[config.mk]
export PLATFORM = sky130hd
export DESIGN_NAME = mem_ctrl_flat
export DESIGN_NICKNAME = d
export VERILOG_FILES = /design/src/rtl/mem_ctrl_pkg.sv /design/src/rtl/mem_ctrl_if.sv /design/src/rtl/mem_ctrl.sv /design/src/flat_wrapper.sv
export SDC_FILE = /design/constraint.sdc
export NUM_CORES = 1
export LEC_CHECK = 0
export ABC_AREA = 1
export CAP_MARGIN = 5
export CORE_AREA = 2 2 277 279
export CTS_BUF_LIST = sky130_fd_sc_hd__clkbuf_4 sky130_fd_sc_hd__clkbuf_8 sky130_fd_sc_hd__clkbuf_16
export DETAILED_ROUTE_END_ITERATION = 10
export DIE_AREA = 0 0 279 281
export GPL_TIMING_DRIVEN = 0
export PLACE_DENSITY = 0.67
export RECOVER_POWER = 25
export SETUP_SLACK_MARGIN = 0.3
export SKIP_CTS_REPAIR_TIMING = 1
export SKIP_LAST_GASP = 1
export SLEW_MARGIN = 20
export SYNTH_ARGS = -nofsm -noshare
export SYNTH_HDL_FRONTEND = slang
export SYNTH_SLANG_ARGS = --single-unit
[constraint.sdc]
create_clock -name clk -period 7.1 [get_ports clk]
set_input_delay 1.42 -clock clk [delete_from_list [all_inputs] [get_ports clk]]
set_output_delay 1.42 -clock clk [all_outputs]
set_load 0.005 [all_outputs]
[src/rtl/mem_ctrl_pkg.sv]
// Shared constants, state encoding and small helpers for the unified-RAM memory controller.
package mem_ctrl_pkg;

  localparam int ADDR_WID      = 32;
  localparam int DEF_BLK_BYTES = 64;
  localparam int IF_DATA_WID   = 8 * DEF_BLK_BYTES;

  // Memory-mapped IO window: address bits [17:16] == 2'b11
  localparam int         IO_HI  = 17;
  localparam int         IO_LO  = 16;
  localparam logic [1:0] IO_SEL = 2'b11;

  localparam logic [1:0] LEN_1B = 2'd0;
  localparam logic [1:0] LEN_2B = 2'd1;
  localparam logic [1:0] LEN_4B = 2'd2;

  typedef enum logic [2:0] {
    IDLE      = 3'd0,
    IF_READ   = 3'd1,
    LSB_READ  = 3'd2,
    LSB_WRITE = 3'd3,
    DONE      = 3'd4
  } state_t;

  // Encoding 3 is unused by the LSB; it is treated as a word access.
  function automatic logic [2:0] len_bytes(input logic [1:0] len);
    case (len)
      LEN_1B:  return 3'd1;
      LEN_2B:  return 3'd2;
      LEN_4B:  return 3'd4;
      default: return 3'd4;
    endcase
  endfunction

  function automatic logic is_io_addr(input logic [ADDR_WID-1:0] a);
    return a[IO_HI:IO_LO] == IO_SEL;
  endfunction

endpackage

[src/rtl/mem_ctrl_if.sv]
// Bus bundle between the core requesters, the byte-wide RAM port and mem_ctrl.
interface mem_ctrl_if #(
  parameter int BLK_BYTES = 64
);
  import mem_ctrl_pkg::*;

  // Handshake: if_en / lsb_en are level requests that the requester holds
  // with stable address/length/data until the matching one-cycle done pulse;
  // the done pulse is the only acknowledgement and carries the read data.

  logic [7:0]             mem_din;
  logic [7:0]             mem_dout;
  logic [ADDR_WID-1:0]    mem_a;
  logic                   mem_wr;

  logic                   if_en;
  logic [ADDR_WID-1:0]    if_pc;
  logic                   if_done;
  logic [8*BLK_BYTES-1:0] if_data;

  logic                   lsb_en;
  logic                   lsb_wr;
  logic [ADDR_WID-1:0]    lsb_addr;
  logic [1:0]             lsb_len;
  logic [31:0]            lsb_w_data;
  logic                   lsb_done;
  logic [31:0]            lsb_r_data;

  modport slave (
    input  mem_din, if_en, if_pc, lsb_en, lsb_wr, lsb_addr, lsb_len, lsb_w_data,
    output mem_dout, mem_a, mem_wr, if_done, if_data, lsb_done, lsb_r_data
  );

  modport master (
    output mem_din, if_en, if_pc, lsb_en, lsb_wr, lsb_addr, lsb_len, lsb_w_data,
    input  mem_dout, mem_a, mem_wr, if_done, if_data, lsb_done, lsb_r_data
  );

endinterface

[src/rtl/mem_ctrl.sv]
// Memory controller: serialises i-fetch block reads and LSB loads/stores onto a byte-wide RAM.
// Optional MEMC_IO_GUARD_EN: stall stores to the IO window while io_buffer_full is high.
module mem_ctrl
  import mem_ctrl_pkg::*;
#(
  parameter int BLK_BYTES = DEF_BLK_BYTES
) (
  input  logic             clk,
  input  logic             rst,
  input  logic             rdy,
  input  logic             io_buffer_full,
  input  logic             rob_clear,
  mem_ctrl_if.slave        bus,
  output state_t           dbg_state
);

  // The counter must reach BLK_BYTES itself, hence one bit more than the slot index.
  localparam int CW = $clog2(BLK_BYTES + 1);
  localparam int SW = $clog2(BLK_BYTES);
  localparam int DW = 8 * BLK_BYTES;
  localparam logic [CW-1:0] CNT_ONE = CW'(1);
  localparam logic [CW-1:0] BLK_CNT = CW'(BLK_BYTES);

  state_t              state, state_d;
  logic [CW-1:0]       cnt, cnt_d;
  logic [CW-1:0]       total, total_d;
  logic [ADDR_WID-1:0] base, base_d;
  logic [31:0]         w_data, w_data_d;

  logic [ADDR_WID-1:0] mem_a_q, mem_a_d;
  logic [7:0]          mem_dout_q, mem_dout_d;
  logic                mem_wr_q, mem_wr_d;
  logic                if_done_q, if_done_d;
  logic                lsb_done_q, lsb_done_d;
  logic [DW-1:0]       if_data_q, if_data_d;
  logic [31:0]         lsb_r_data_q, lsb_r_data_d;

  logic [CW-1:0]       cnt_inc;
  logic [SW-1:0]       slot;
  logic [ADDR_WID-1:0] next_addr;
  logic                io_stall;

  assign cnt_inc   = cnt + CNT_ONE;
  assign slot      = SW'(cnt - CNT_ONE);
  assign next_addr = base + ADDR_WID'(cnt_inc);

`ifdef MEMC_IO_GUARD_EN
  assign io_stall = (state == LSB_WRITE) && io_buffer_full && is_io_addr(mem_a_q);
`else
  logic unused_io;
  assign io_stall  = 1'b0;
  assign unused_io = io_buffer_full;
`endif

  always_comb begin
    state_d      = state;
    cnt_d        = cnt;
    total_d      = total;
    base_d       = base;
    w_data_d     = w_data;
    mem_a_d      = mem_a_q;
    mem_dout_d   = mem_dout_q;
    mem_wr_d     = mem_wr_q;
    if_done_d    = if_done_q;
    lsb_done_d   = lsb_done_q;
    if_data_d    = if_data_q;
    lsb_r_data_d = lsb_r_data_q;

    case (state)
      IDLE: begin
        if (bus.lsb_en) begin
          base_d   = bus.lsb_addr;
          total_d  = CW'(len_bytes(bus.lsb_len));
          w_data_d = bus.lsb_w_data;
          mem_a_d  = bus.lsb_addr;
          cnt_d    = '0;
          if (bus.lsb_wr) begin
            state_d    = LSB_WRITE;
            mem_wr_d   = 1'b1;
            mem_dout_d = bus.lsb_w_data[7:0];
          end else begin
            state_d      = LSB_READ;
            lsb_r_data_d = '0;
          end
        end else if (bus.if_en) begin
          base_d  = bus.if_pc;
          total_d = BLK_CNT;
          mem_a_d = bus.if_pc;
          cnt_d   = '0;
          state_d = IF_READ;
        end
      end

      // mem_din lags mem_a by one cycle, so the byte arriving now belongs to slot cnt-1.
      IF_READ, LSB_READ: begin
        if (rob_clear) begin
          state_d = IDLE;
        end else begin
          cnt_d   = cnt_inc;
          mem_a_d = next_addr;
          if (cnt != '0) begin
            if (state == IF_READ) if_data_d[{slot, 3'b000} +: 8] = bus.mem_din;
            else                  lsb_r_data_d[{slot[1:0], 3'b000} +: 8] = bus.mem_din;
          end
          if (cnt == total) begin
            state_d = DONE;
            if (state == IF_READ) if_done_d  = 1'b1;
            else                  lsb_done_d = 1'b1;
          end
        end
      end

      // Stores are already committed, so a flush never interrupts them.
      LSB_WRITE: begin
        if (!io_stall) begin
          cnt_d = cnt_inc;
          if (cnt_inc == total) begin
            state_d    = DONE;
            lsb_done_d = 1'b1;
            mem_wr_d   = 1'b0;
          end else begin
            mem_a_d    = next_addr;
            mem_dout_d = w_data[{cnt_inc[1:0], 3'b000} +: 8];
            mem_wr_d   = 1'b1;
          end
        end
      end

      DONE: begin
        state_d    = IDLE;
        if_done_d  = 1'b0;
        lsb_done_d = 1'b0;
      end

      default: state_d = IDLE;
    endcase
  end

  always_ff @(posedge clk or negedge rst) begin
    if (!rst) begin
      state        <= IDLE;
      cnt          <= '0;
      total        <= '0;
      base         <= '0;
      w_data       <= '0;
      mem_a_q      <= '0;
      mem_dout_q   <= '0;
      mem_wr_q     <= 1'b0;
      if_done_q    <= 1'b0;
      lsb_done_q   <= 1'b0;
      if_data_q    <= '0;
      lsb_r_data_q <= '0;
    end else if (rdy) begin
      state        <= state_d;
      cnt          <= cnt_d;
      total        <= total_d;
      base         <= base_d;
      w_data       <= w_data_d;
      mem_a_q      <= mem_a_d;
      mem_dout_q   <= mem_dout_d;
      mem_wr_q     <= mem_wr_d;
      if_done_q    <= if_done_d;
      lsb_done_q   <= lsb_done_d;
      if_data_q    <= if_data_d;
      lsb_r_data_q <= lsb_r_data_d;
    end
  end

  // The strobe is the only output that must drop immediately when frozen or guarded.
  assign bus.mem_wr     = mem_wr_q & rdy & ~io_stall;
  assign bus.mem_a      = mem_a_q;
  assign bus.mem_dout   = mem_dout_q;
  assign bus.if_done    = if_done_q;
  assign bus.if_data    = if_data_q;
  assign bus.lsb_done   = lsb_done_q;
  assign bus.lsb_r_data = lsb_r_data_q;
  assign dbg_state      = state;

endmodule
[src/flat_wrapper.sv]
// flat-port wrapper written by rule: the top's interface ports become plain ports
module mem_ctrl_flat import mem_ctrl_pkg::*;
#(
  parameter int BLK_BYTES = DEF_BLK_BYTES
)
  (clk, rst, rdy, io_buffer_full, rob_clear, dbg_state, bus_mem_din, bus_if_en, bus_if_pc, bus_lsb_en, bus_lsb_wr, bus_lsb_addr, bus_lsb_len, bus_lsb_w_data, bus_mem_dout, bus_mem_a, bus_mem_wr, bus_if_done, bus_if_data, bus_lsb_done, bus_lsb_r_data);
  mem_ctrl_if #(.BLK_BYTES(BLK_BYTES)) bus_i ();
  input  logic clk;
  input  logic rst;
  input  logic rdy;
  input  logic io_buffer_full;
  input  logic rob_clear;
  output state_t dbg_state;
  input wire logic [$bits(bus_i.mem_din)-1:0] bus_mem_din;
  input wire logic [$bits(bus_i.if_en)-1:0] bus_if_en;
  input wire logic [$bits(bus_i.if_pc)-1:0] bus_if_pc;
  input wire logic [$bits(bus_i.lsb_en)-1:0] bus_lsb_en;
  input wire logic [$bits(bus_i.lsb_wr)-1:0] bus_lsb_wr;
  input wire logic [$bits(bus_i.lsb_addr)-1:0] bus_lsb_addr;
  input wire logic [$bits(bus_i.lsb_len)-1:0] bus_lsb_len;
  input wire logic [$bits(bus_i.lsb_w_data)-1:0] bus_lsb_w_data;
  output wire logic [$bits(bus_i.mem_dout)-1:0] bus_mem_dout;
  output wire logic [$bits(bus_i.mem_a)-1:0] bus_mem_a;
  output wire logic [$bits(bus_i.mem_wr)-1:0] bus_mem_wr;
  output wire logic [$bits(bus_i.if_done)-1:0] bus_if_done;
  output wire logic [$bits(bus_i.if_data)-1:0] bus_if_data;
  output wire logic [$bits(bus_i.lsb_done)-1:0] bus_lsb_done;
  output wire logic [$bits(bus_i.lsb_r_data)-1:0] bus_lsb_r_data;
  assign bus_i.mem_din = bus_mem_din;
  assign bus_i.if_en = bus_if_en;
  assign bus_i.if_pc = bus_if_pc;
  assign bus_i.lsb_en = bus_lsb_en;
  assign bus_i.lsb_wr = bus_lsb_wr;
  assign bus_i.lsb_addr = bus_lsb_addr;
  assign bus_i.lsb_len = bus_lsb_len;
  assign bus_i.lsb_w_data = bus_lsb_w_data;
  assign bus_mem_dout = bus_i.mem_dout;
  assign bus_mem_a = bus_i.mem_a;
  assign bus_mem_wr = bus_i.mem_wr;
  assign bus_if_done = bus_i.if_done;
  assign bus_if_data = bus_i.if_data;
  assign bus_lsb_done = bus_i.lsb_done;
  assign bus_lsb_r_data = bus_i.lsb_r_data;
  mem_ctrl #(.BLK_BYTES(BLK_BYTES)) u_core (.clk(clk), .rst(rst), .rdy(rdy), .io_buffer_full(io_buffer_full), .rob_clear(rob_clear), .bus(bus_i), .dbg_state(dbg_state));
endmodule
==> reports/qor.yml, run 1 <==
relSlewSlack: -1.982
yosys_warnings: 0
fin_crit_sh: 0.7144
final-setup-viol-count: 0
ioPinCount: 704
min_delay_worst_endpoint: "u_core.w_data[2]"
die_area_sq_um: 78400
whs_ns: 0.4658
worst_pin_slew_ns: 4.473
final_cell_mix: "nand2_1 (1,545), clkdlybuf4s50_1 (691), dfrtp_1 (665), o21ai_0 (272), nand3_1 (265)"
crit_type: "input pin to async pin"
core_sq_um: 75440
drc: 0
min_from: "u_core.w_data[2]"
required_ns: 7.83
synth_seq_area_share: 0.5570
critPathCaptureType: "async pin"
placed_cell_area_sq_um: 38220
grt_first_pass_wirelength_um: 180400
fp.dieW_um: 279
p_per_area_nw_per_um2: 323.5
grt_max_degree: 99
ff2ff_path_depth: 16
dpl.hpwl_um: 94660
violations: "max-capacitance violations, max-slew violations"
synth_area_sq_um: 29880
crit_path_start_kind: "input pin"
r2r-start: "u_core.cnt[0]"
num_rows: 101
portBuffers: 692
final_common_cell: "nand2_1"
cts_sinks: 665
yosysUniqueCellTypes: 40
drive_above_1_share: 0.06798
drtPass1Iterations: 5
syn_inst: 3668
clock-root-buffer: "clkbuf_16"
wire_per_inst_um: 22.35
avgSynthCellArea_sq_um: 8.145
vias: 28934
leakagePower_nw: 18.89
finalClockSkew_ns: 0.02259
grt_usage: 0.3090
worstPathArrival_ns: 5.81
cts_tree: "yes"
die_h_um: 281
hold_depth: 2
ir_worst_vdd_uv: 193.1
slew_violations: 73
drt_first_iter_violations: 2603
area_growth_syn_to_layout_pct: 36.44
antenna_found_initial: 1
status: "finished with violations"
crit_fanout: 92
period_minus_slack_ns: 5.072
cts_buffers: 75
clkLatencyLatePin_ns: 0.63
tns_ns: 0
hp-class: "flop to flop"
start_util: 0.3960
final_nets: 4576
gr-total-overflow: 0
r2r_slack_ns: 2.25
design_area_sq_um: 40760
syn-num-nets: 3800
drtAntennaViolNets: 0
hold_violations: 0
ctsHtreeMaxLevel: 3
clock.fmax_ghz: 0.1972
total_power_w: 0.01319
wl_um: 122500
final_core_util: 0.5403
cap_violations: 1
clkTransAtPathRegs_ns: 0.06
rsz0062_at_grt: "false"
grt_pass1_vias: 27792
ys_ff_latch: 665
place_congestion: 0.9620
avgViaCountPerCell: 5.280
worstReg2RegEnd: "u_core.bus.if_data[303]"
clk_path_buf_depth: 3
flip-flops by register name (all words and copies together) (netlist names):
| signal | flops |
|---|---|
| u_core.total | 4 |
| u_core.base | 32 |
| u_core.bus.lsb_done | 1 |
| u_core.mem_wr_q | 1 |
| u_core.bus.if_data | 512 |
| u_core.bus.if_done | 1 |
| u_core.bus.mem_dout | 8 |
| u_core.bus.lsb_r_data | 32 |
| u_core.w_data | 32 |
| u_core.dbg_state | 3 |
| u_core.cnt | 7 |
| u_core.bus.mem_a | 32 |
worst max-delay path: stages:
cell and delay (ns):
clkbuf_1 3.08, buf_16 0.34, buf_16 0.41, buf_16 0.40
where the power goes:
part | total [W] | internal (W) | switching (W)
Sequential | 0.00450 | 0.00420 | 0.000305
Combinational | 0.00465 | 0.00131 | 0.00334
Clock | 0.00403 | 0.00239 | 0.00164
Total | 0.0132 | 0.00790 | 0.00529
metrics by stage:
stage	setup WS (ns)	instances
3_3_place_gp	-26.28	5338
3_5_place_dp	2.271	5345
2_1_floorplan	3.931	3668
5_1_grt	1.300	5479
4_1_cts	2.258	5479
6_report	2.028	5480
area by class of cell:
| cell class | instances | area, sq um |
|---|---|---|
| fillers | 7131 | 34680 |
| flip-flops and latches | 665 | 16640 |
| multi-input cells | 2663 | 11800 |
| repair buffers | 699 | 7113 |
| clock buffers | 119 | 2350 |
| well taps | 978 | 1224 |
| plain buffers | 187 | 858.3 |
| inverters | 153 | 574.3 |
| clock inverters | 15 | 197.7 |
| diodes | 1 | 2.502 |
synthesized netlist by cell type:
| cell type | count | area [sq um] |
|---|---|---|
| nand3_2 | 8 | 80.08 |
| o2111ai_1 | 2 | 17.52 |
| clkinv_1 | 5 | 18.77 |
| dfrtp_1 | 665 | 16640 |
| buf_4 | 5 | 37.54 |
| nor3_1 | 21 | 105.1 |
| o221ai_1 | 8 | 70.07 |
| a31oi_1 | 19 | 118.9 |
| nor3_2 | 2 | 20.02 |
| nand2_4 | 1 | 11.26 |
| nor2_8 | 6 | 120.1 |
| clkbuf_1 | 89 | 334.1 |
| fa_1 | 1 | 20.02 |
| nand4_2 | 5 | 62.56 |
| or2_2 | 1 | 6.260 |
| nand2_2 | 14 | 87.58 |
| o21ai_1 | 100 | 500.5 |
| inv_1 | 133 | 499.2 |
| nand2_1 | 1545 | 5799 |
| nand3b_1 | 1 | 7.510 |
| o41ai_1 | 1 | 8.760 |
| o21ai_0 | 272 | 1361 |
| o21bai_1 | 2 | 15.01 |
| o22ai_1 | 5 | 31.28 |
| nand4_1 | 100 | 625.6 |
| a211oi_1 | 1 | 7.510 |
| and3_1 | 1 | 6.260 |
| buf_2 | 80 | 400.4 |
| buf_6 | 5 | 56.30 |
| and2_1 | 1 | 6.260 |
| nand3_1 | 265 | 1326 |
| nor2_1 | 219 | 822.0 |
| inv_2 | 15 | 56.30 |
| ha_1 | 17 | 212.7 |
| xor2_1 | 5 | 43.79 |
| a21oi_1 | 13 | 65.06 |
| buf_1 | 8 | 30.03 |
| nor2_2 | 10 | 62.56 |
| nor2_4 | 13 | 146.4 |
| xnor2_1 | 4 | 35.03 |
worst max-delay path by stage:
stage / startpoint / to
finish: rst / u_core.bus.if_data[234]
global route: rst / u_core.bus.if_data[493]
CTS: u_core.cnt[0] / u_core.bus.if_data[303]
detailed placement: u_core.cnt[0] / u_core.bus.if_data[303]
global placement: rst / u_core.bus.if_data[122]
floorplan: rdy / bus_mem_wr
layer usage:
metal	track usage	routed length, um	vias to the layer above
met5	0	0	-
met4	0.1456	6194	0
met3	0.05753	8560	267
met2	0.4920	56500	1163
met1	0.4091	51250	14078
li1	-	-	13426
logic make-up (layout without fill, tap and decap cells):
family                     count (synthesis)  in the layout  synth area share
and+or+nand+nor                         2213           2213            0.3111
DFF                                      665            665            0.5570
AOI/OAI and AO/OA                        423            423           0.07350
buffers and inverters                    340           1173           0.04795
adders and majority gates                 18             18          0.007789
xor gates and xnor gates                   9              9          0.002638
other                                      0              1                 0
Power figures use the tool's default switching activity.
==> inputs of run 2 (changes only) <==
PLACE_DENSITY = 0.69   (was 0.67)
clock period = 4.3 ns   (was 7.1 ns; I/O delays follow)
==> run 2 against run 1 <==
The flow still finishes with violations (max-capacitance violations, max-slew violations); worst setup slack got worse by 1.6 ns; register-to-register slack got worse by 1.8 ns; non-clock buffer count rose by 21; sequential share of layout area fell by 0.36 points; sequential power rose by 65%; total power rose by 67%; combinational power rose by 68%; clock power rose by 68%; critical path depth rose by 8; die area did not move; critical endpoint is now u_core.bus.if_data[42]; largest power group unchanged.
==> reports/qor.yml, run 2 (synthesis gave the netlist of run 1 again) <==
final_cell_mix: "nand2_1 (1,539), clkdlybuf4s50_1 (691), dfrtp_1 (664), o21ai_0 (272), nand3_1 (264)"
final_nets: 4597
period_minus_slack_ns: 3.885
worstPathArrival_ns: 4.41
max_stage_delay_ns: 0.58
ctsHtreeMaxLevel: 3
critPathCaptureType: "flop"
gr-total-overflow: 0
fp.dieW_um: 279
design_area_sq_um: 41130
ir_worst_vdd_uv: 380.5
crit_type: "flop to flop"
crit_path_start_kind: "flop"
min_from: "u_core.bus.if_data[35]"
grt_pass1_vias: 27708
drt_first_iter_violations: 2463
wl_met3_um: 9586
num_rows: 101
crit_chain: "clkinvlp_4 > clkbuf_2 > clkbuf_4 > ha_2 > clkbuf_4 > inv_1 > buf_1 > nor2_1 > inv_1 > nor3_1 > nand2_1 > o21ai_0"
final_common_cell: "nand2_1"
vias: 29086
die_area_sq_um: 78400
place_ws_ns: -0.5476
ioPinCount: 704
drtAntennaViolNets: 0
slew_violations: 40
grt_first_pass_wirelength_um: 180000
status: "finished with violations"
clk_path_buf_depth: 3
crit_fanout: 13
grt_usage: 0.3074
placed_cell_area_sq_um: 38250
start_util: 0.3960
clock-root-buffer: "clkbuf_16"
portBuffers: 692
worst_pin_slew_ns: 2.723
clock.fmax_ghz: 0.2574
drtPass1Iterations: 5
cap_violations: 1
leakagePower_nw: 19.03
total_power_w: 0.02201
place_congestion: 0.9555
area_growth_syn_to_layout_pct: 37.67
relSlewSlack: -0.8155
die_h_um: 281
r2r-start: "u_core.cnt[0]"
cts_sinks: 665
largest_register_ffs: 512
violations: "max-capacitance violations, max-slew violations"
hold_violations: 0
clkLatencyLatePin_ns: 0.64
ff2ff_path_depth: 12
slowest_stage: "nor2_1"
avgViaCountPerCell: 5.285
drc: 0
final-setup-viol-count: 0
finalClockSkew_ns: 0.03207
layout_setup_ws_ns: 0.4147
path_buf_inv: 7
cts_buffers: 75
dpl.hpwl_um: 94320
hp-class: "flop to flop"
r2r_slack_ns: 0.41
worstReg2RegEnd: "u_core.bus.if_data[42]"
hold_depth: 2
core_sq_um: 75440
p_per_area_nw_per_um2: 535.2
wl_um: 122400
clkTransAtPathRegs_ns: 0.06
cp_top_family: "buffers and inverters"
antenna_found_initial: 1
wl_met2_um: 56460
rsz0062_at_grt: "true"
cts_tree: "yes"
min_delay_worst_endpoint: "u_core.bus.if_data[35]"
wire_per_inst_um: 22.24
fill_cells: 7020
required_ns: 4.82
fin_crit_sh: 0.9035
drive_above_1_share: 0.07912
wl_met1_um: 49670
grt_max_degree: 98
dr.max_layer_used: "met4"
-- run 2: cell count changes in the layout (fill, tap and decap cells not counted), sizes merged --
cell,previous run,this run
buf,105,120
bufinv,3,5
clkbuf,209,204
clkdlybuf4s15,0,1
clkinv,11,19
clkinvlp,1,4
-- run 2: metrics by stage --
step                setup TNS [ns]  utilization  instances  hold slack (ns)
finish                           0       0.5452       5504           0.4671
detailed placement         -134.56       0.5070       5346           0.4532
floorplan                        0            -       3668           0.4366
global route                     0       0.5452       5504           0.4825
CTS                        -140.33       0.5417       5483          0.09399
global placement                 -       0.5040       5338           0.4492
-- run 2: layout make-up --
class                   count  area [sq um]  share of cell area
diodes                      1         2.502          0.00006084
repair buffers            720          7276              0.1769
flip-flops and latches    665         16640              0.4046
plain buffers             187         888.4             0.02160
multi-input cells        2663         11900              0.2894
clock inverters            28         404.1            0.009826
well taps                 978          1224             0.02975
inverters                 153         578.1             0.01405
clock buffers             109          2213             0.05381
-- run 2: where the power goes --
| part | switching [W] | internal (W) | leakage [nW] |
|---|---|---|---|
| logic | 0.00558 | 0.00224 | 8.63 |
| registers | 0.000503 | 0.00693 | 9.09 |
| clock network | 0.00282 | 0.00395 | 1.30 |
-- run 2: worst max-delay path by stage --
stage / end / depth (start not counted) / startpoint
3_5_place_dp: u_core.bus.if_data[361] / 15 / u_core.cnt[0]
3_3_place_gp: u_core.bus.mem_a[17] / 1 / rst
4_1_cts: u_core.bus.if_data[303] / 16 / u_core.cnt[0]
2_1_floorplan: u_core.bus.if_data[248] / 18 / u_core.cnt[0]
6_report: u_core.bus.if_data[42] / 12 / u_core.cnt[0]
5_1_grt: u_core.bus.if_data[391] / 3 / rst
-- run 2: per-layer routing --
layer  vias up  GRT usage
met5         -          0
met4         0     0.1537
met3       295    0.06434
met2      1325     0.4890
met1     13981     0.3993
li1      13485          -
-- run 2: worst reg2reg max path: stages, from the launching register on --
cell and delay [ns]:
dfrtp_2 0.46, clkinvlp_4 0.13, clkbuf_2 0.22, clkbuf_4 0.29, ha_2 0.42, clkbuf_4 0.25
inv_1 0.16, buf_1 0.28, nor2_1 0.58, inv_1 0.20, nor3_1 0.46, nand2_1 0.14
o21ai_0 0.20
